`src/rtl/ifetch_stage_pkg.sv`:
```
// Shared constants, state encoding and output-buffer payload for the instruction-fetch stage.
package ifetch_stage_pkg;

    localparam int unsigned XLEN = 32;

    localparam logic [XLEN-1:0] BUBBLE_INSTR      = 32'h0000_003F;
    localparam logic [XLEN-1:0] END_INSTR_DEFAULT = 32'hFFFF_FFFF;
    localparam logic [XLEN-1:0] PC_STEP           = 32'd4;

    typedef enum logic [1:0] {
        S_REQ  = 2'd0,
        S_WAIT = 2'd1,
        S_HALT = 2'd2
    } fetch_state_e;

    typedef struct packed {
        logic [XLEN-1:0] instr;
        logic [XLEN-1:0] pcplus4;
        logic            valid;
    } fetch_buf_t;

    // Sequential word address; wraps naturally at 2^32.
    function automatic logic [XLEN-1:0] pc_incr(input logic [XLEN-1:0] pc);
        return XLEN'(pc + PC_STEP);
    endfunction

endpackage

```
`src/rtl/ifetch_perf_counters.sv`:
```
// Saturating fetch and bubble event counters for the instruction-fetch stage.
module ifetch_perf_counters
    import ifetch_stage_pkg::*;
(
    input  logic            clk,
    input  logic            rst,
    input  logic            fetch_inc,
    input  logic            bubble_inc,
    output logic [XLEN-1:0] fetch_cnt,
    output logic [XLEN-1:0] bubble_cnt
);

    logic [XLEN-1:0] fetch_cnt_q, fetch_cnt_d;
    logic [XLEN-1:0] bubble_cnt_q, bubble_cnt_d;

    always_comb begin
        fetch_cnt_d  = fetch_cnt_q;
        bubble_cnt_d = bubble_cnt_q;
        if (fetch_inc && (fetch_cnt_q != '1)) begin
            fetch_cnt_d = XLEN'(fetch_cnt_q + XLEN'(1));
        end
        if (bubble_inc && (bubble_cnt_q != '1)) begin
            bubble_cnt_d = XLEN'(bubble_cnt_q + XLEN'(1));
        end
    end

    always_ff @(posedge clk or negedge rst) begin
        if (!rst) begin
            fetch_cnt_q  <= '0;
            bubble_cnt_q <= '0;
        end else begin
            fetch_cnt_q  <= fetch_cnt_d;
            bubble_cnt_q <= bubble_cnt_d;
        end
    end

    assign fetch_cnt  = fetch_cnt_q;
    assign bubble_cnt = bubble_cnt_q;

endmodule

```
`src/rtl/ifetch_stage.sv`:
```
// Instruction-fetch stage: PC owner with a single-outstanding imem handshake feeding IF/ID.
// Optional IFETCH_PERF_EN adds saturating fetch/bubble performance counters.
module ifetch_stage
    import ifetch_stage_pkg::*;
#(
    parameter logic [31:0] RESET_PC  = 32'h0000_0000,
    parameter logic [31:0] END_INSTR = END_INSTR_DEFAULT
) (
    input  logic            clk,
    input  logic            rst,
    input  logic            stallF,
    input  logic            redirect,
    input  logic [XLEN-1:0] redirect_pc,
    output logic            imem_req,
    output logic [XLEN-1:0] imem_addr,
    input  logic            imem_ack,
    input  logic            imem_rvalid,
    input  logic [XLEN-1:0] imem_rdata,
    output logic            imem_rready,
    output logic [XLEN-1:0] InstrF,
    output logic [XLEN-1:0] PCPlus4F,
    output logic            ValidF,
    output logic            HaltF
`ifdef IFETCH_PERF_EN
    ,
    output logic [XLEN-1:0] perf_fetch_cnt,
    output logic [XLEN-1:0] perf_bubble_cnt
`endif
);

    fetch_state_e    state_q, state_d;
    logic [XLEN-1:0] pc_q, pc_d;
    logic [XLEN-1:0] req_pc_q, req_pc_d;
    logic            drop_q, drop_d;
    fetch_buf_t      obuf_q, obuf_d;

    logic accept_c;
    logic end_hit_c;
    logic req_hs_c;
    logic rsp_live_c;

    // Memory handshake: rready frees the buffer slot, a new request may chain on an accept.
    always_comb begin
        imem_rready = drop_q | ~obuf_q.valid | ~stallF;
        accept_c    = imem_rvalid & imem_rready;
        end_hit_c   = (imem_rdata == END_INSTR);
        rsp_live_c  = accept_c & (state_q == S_WAIT);
        imem_req    = rst & ~redirect &
                      ((state_q == S_REQ) |
                       ((state_q == S_WAIT) & accept_c & ~drop_q & ~end_hit_c));
        req_hs_c    = imem_req & imem_ack;
    end

    always_comb begin
        state_d  = state_q;
        pc_d     = pc_q;
        req_pc_d = req_pc_q;
        drop_d   = drop_q;
        obuf_d   = obuf_q;

        if (obuf_q.valid && !stallF) begin
            obuf_d.valid = 1'b0;
            obuf_d.instr = BUBBLE_INSTR;
        end

        if (req_hs_c) begin
            req_pc_d = pc_q;
            pc_d     = pc_incr(pc_q);
            state_d  = S_WAIT;
        end

        if (rsp_live_c) begin
            if (drop_q) begin
                drop_d  = 1'b0;
                state_d = S_REQ;
            end else begin
                obuf_d = '{instr: imem_rdata, pcplus4: pc_incr(req_pc_q), valid: 1'b1};
                if (end_hit_c) begin
                    state_d = S_HALT;
                end else if (!req_hs_c) begin
                    state_d = S_REQ;
                end
            end
        end

        // Redirect wins over everything; an in-flight response is marked for discard.
        if (redirect) begin
            pc_d           = redirect_pc;
            obuf_d.valid   = 1'b0;
            obuf_d.instr   = BUBBLE_INSTR;
            obuf_d.pcplus4 = obuf_q.pcplus4;
            if ((state_q == S_WAIT) && !accept_c) begin
                drop_d  = 1'b1;
                state_d = S_WAIT;
            end else begin
                drop_d  = 1'b0;
                state_d = S_REQ;
            end
        end
    end

    always_ff @(posedge clk or negedge rst) begin
        if (!rst) begin
            state_q  <= S_REQ;
            pc_q     <= RESET_PC;
            req_pc_q <= '0;
            drop_q   <= 1'b0;
            obuf_q   <= '{instr: BUBBLE_INSTR, pcplus4: '0, valid: 1'b0};
        end else begin
            state_q  <= state_d;
            pc_q     <= pc_d;
            req_pc_q <= req_pc_d;
            drop_q   <= drop_d;
            obuf_q   <= obuf_d;
        end
    end

    assign imem_addr = pc_q;
    assign InstrF    = obuf_q.instr;
    assign PCPlus4F  = obuf_q.pcplus4;
    assign ValidF    = obuf_q.valid;
    assign HaltF     = (state_q == S_HALT);

`ifdef IFETCH_PERF_EN
    logic fetch_inc_c;
    logic bubble_inc_c;

    assign fetch_inc_c  = rsp_live_c & ~drop_q & ~redirect;
    assign bubble_inc_c = ~obuf_q.valid & (state_q != S_HALT);

    ifetch_perf_counters u_perf (
        .clk        (clk),
        .rst        (rst),
        .fetch_inc  (fetch_inc_c),
        .bubble_inc (bubble_inc_c),
        .fetch_cnt  (perf_fetch_cnt),
        .bubble_cnt (perf_bubble_cnt)
    );
`endif

endmodule

```
`config.mk`:
```
export PLATFORM = sky130hd
export DESIGN_NAME = ifetch_stage
export DESIGN_NICKNAME = d
export VERILOG_FILES = /design/src/rtl/ifetch_stage_pkg.sv /design/src/rtl/ifetch_perf_counters.sv /design/src/rtl/ifetch_stage.sv
export SDC_FILE = /design/constraint.sdc
export NUM_CORES = 1
export LEC_CHECK = 0
export ABC_AREA = 1
export BUFFER_PORTS_ARGS = -buffer_cell sky130_fd_sc_hd__buf_2
export CORE_UTILIZATION = 53
export CTS_CLUSTER_DIAMETER = 40
export DETAILED_ROUTE_END_ITERATION = 10
export PLACE_DENSITY = 0.88
export REMOVE_ABC_BUFFERS = 1
export SYNTH_ARGS = -nofsm -noshare
export SYNTH_HDL_FRONTEND = slang
export SYNTH_SLANG_ARGS = --single-unit
export TNS_END_PERCENT = 50
```
`constraint.sdc`:
```
create_clock -name clk -period 1.8 [get_ports clk]
set_input_delay 0.18 -clock clk [delete_from_list [all_inputs] [get_ports clk]]
set_output_delay 0.18 -clock clk [all_outputs]
set_load 0.005 [all_outputs]
```
==> out/metrics.cfg <==
[sta]
clock_skew_ns = 0.00747
timing.final.max_slew_violations = 0
slew_headroom = 0.546
rsz0062_at_grt = true
setup_viol = 0
timing.fmax_mhz = 557
fin_crit_sh = 0.997
finalHoldViolCount = 0
period_minus_slack_ns = 1.79
tightest_slew_ns = 0.681

[yosys]
syn-cell-area_sq_um = 7060
synth_top_family_by_area = simple AND/OR/NAND/NOR gates
synth-seq-cells = 132
synth-simple-area-share = 0.343
ys_warn_count = 0
yosysTopAreaCellShare = 0.446
synth_most_common_cell = nand2_1
synth_adder_area_share = 0.00354
yosysTopAreaCell = dfrtp_1
synth_area_per_cell_sq_um = 7.45
ys_types = 33
synth_xor_area_frac = 0.0409
synth_compound_area_frac = 0.0847
synth-async-reset-ratio = 1.00
synth-edff-count = 0
synthCells = 948
synthMuxAreaShare = 0
synth_ff_type = dfrtp_1
yosysSeqAreaShare = 0.469
synth.top_cells.by_area = dfrtp_1, nand2_1, nor2_1
synth_common_cells = nand2_1, dfrtp_1, nor2_1

[clock_tree]
clkTransAtPathRegs_ns = 0.06
clockRootBuffer = clkbuf_16
htreeDepth = 4
clock-sinks = 132
cts_made_buffers = 17
cts_tree = yes
clockBufferDepth = 2
clk_latency_ns = 0.42

[power_and_ir_drop]
switching_share = 0.298
clkPwrFrac = 0.380
powerDensity_nw_per_um2 = 1090
power.internal_mw = 6.99
comb_power_share = 0.209
net-switching-power_mw = 2.97
power_leakage_nw = 4.74
p_seq_frac = 0.411
peakVddDrop_mv = 0.802

[place]
post-place-cells = 1281
portBuffers = 169
place_congestion = 1.01
hpwlAfterDp_mm = 13.7

[grt]
grt_pass1_wl_mm = 33.0
grt_pass1_vias = 6775
track_usage = 0.300
overflow = 0
grt_max_degree = 133
grt_antenna_before_repair = 1

[cells_and_area]
fill_cells = 994
area_delta_synth_final_pct = 29.0
layout.nets = 1212
drive_gt1_frac = 0.237
instances_no_fill = 1326
utilization = 0.710

[floorplanning]
die_area_sq_um = 13800
core_region_area_sq_um = 12800
die_height_um = 117
ios = 170
rows = 41
initial_core_util = 0.551
die_x_um = 117

[critical_path]
r2r_slack_ns = 0.06
arrival_ns = 1.61
crit_path_max_fanout = 3
worstSetupStartpointType = flop
r2r_start = imem_addr[3]
ff2ff_path_depth = 9
cp-end-kind = output pin
crit_required_ns = 1.62
path_class = reg -> out
r2r-end = imem_addr[18]

[drt]
route.detailed.drc = 0
wirelength_mm = 19.9
via_per_inst = 5.31
dr.first_iter.drc_count = 613
drtAntennaViolNets = 0
first_pass_iters = 6
wl_per_cell_um = 15.0
routed-via-count = 7046

[hold_path]
hold_depth = 2
hold_path.class = in -> reg
min_from = imem_rdata[24]
min_to = InstrF[24]

[run]
drv_cap = 0

[run_status]
outcome = finished, final reports clean

[per-layer routing]
layer	global-route usage	part of all wire	vias to the layer above	wire (um)
li1	-	-	3416	-
met2	0.470	0.48	319	9490
met1	0.403	0.43	3260	8470
met4	0.134	0.027	0	531
met3	0.0618	0.071	51	1420
met5	0	0	-	0
[cells in the final DEF (no fill, tap or decap), types with 7 or more instances in the layout]
| cell type | Yosys | final |
|---|---|---|
| a22o_1 | 26 | 26 |
| clkbuf_16 | 0 | 17 |
| nor2_2 | 6 | 8 |
| o21ai_0 | 45 | 45 |
| inv_1 | 62 | 62 |
| nand3_2 | 11 | 12 |
| dfrtp_1 | 126 | 123 |
| xnor2_1 | 10 | 10 |
| nor2_1 | 84 | 77 |
| nand3_1 | 60 | 59 |
| buf_2 | 17 | 163 |
| nand2_1 | 398 | 396 |
| buf_4 | 1 | 27 |
| dlygate4sd3_1 | 0 | 7 |
| nor3_1 | 11 | 10 |
| o21ai_1 | 11 | 11 |
| xor2_1 | 23 | 23 |
[sequential cells by signal, indices dropped and copies added, names as in the netlist]
| signal | flops |
|---|---|
| req_pc_q | 32 |
| InstrF | 32 |
| ValidF | 1 |
| state_q | 2 |
| drop_q | 1 |
| PCPlus4F | 32 |
| imem_addr | 32 |
[worst max-delay path by stage]
stage                 start       endpoint  cells past startpoint
2_1_floorplan        ValidF  imem_addr[10]                      9
3_3_place_gp   imem_addr[2]  imem_addr[30]                     12
3_5_place_dp   imem_addr[2]  imem_addr[30]                     12
4_1_cts              ValidF       imem_req                      7
5_1_grt        imem_addr[2]  imem_addr[19]                      9
6_report         state_q[0]       imem_req                      8
[power by group through the flow]
stage          combinational, mW  clock [mW]  sequential, mW
2_1_floorplan              0.960           0            4.09
3_3_place_gp                1.96           0            4.09
3_5_place_dp                2.01           0            4.11
4_1_cts                     2.06        3.81            4.07
5_1_grt                     2.35        3.96            4.17
6_report                    2.08        3.78            4.09
[layout make-up]
class                      instances  area, sq um  area share
antenna                            1         2.50    0.000275
clock inverter                    10          169      0.0185
sequential                       132         3310       0.364
inverter                          67          251      0.0276
tap                              172          215      0.0236
multi-input combinational        713         3400       0.373
timing repair buffer             209         1270       0.140
clock buffer                      22          484      0.0532
[timing repair]
action	4_1_cts	5_1_grt
hold endpoints to repair	138	0
buffers inserted	2	2
pin swaps	1	6
endpoints found under the setup margin	1	60
hold buffers	13	0
gates resized for setup	1	26
[per-stage QoR]
stage                     power [mW]  hold slack, ns  setup slack (ns)  TNS, ns  instance area, sq um
after floorplan                 5.05          -0.116             -1.11   -82.31                  6900
after global placement          6.05           0.368             0.131        0                  8240
after detailed placement        6.12           0.373            0.0738        0                  8240
after CTS                       9.94        0.000975           0.00695        0                  9040
after global routing            10.5         0.00255           -0.0814   -0.158                  9110
final                           9.96         0.00682           0.00597        0                  9110
[logic make-up (layout without fill, tap and decap cells)]
family                   after synthesis  count (layout)
AO/OA/AOI/OAI                         94              94
XOR/XNOR                              33              33
buffers and inverters                103             308
flip-flops                           132             132
AND/OR/NAND/NOR                      584             584
other                                  0               1
adder cells (fa/ha/maj)                2               2
[critical path, stage by stage (launching register included)]
cell      delay (ns)
dfrtp_1         0.38
inv_2           0.07
nor2_4          0.13
nand4_2         0.11
clkinv_1        0.08
nand2_2         0.05
a21boi_2        0.13
buf_4           0.13
buf_2           0.12
No activity file was read; power rests on OpenSTA's default activity.
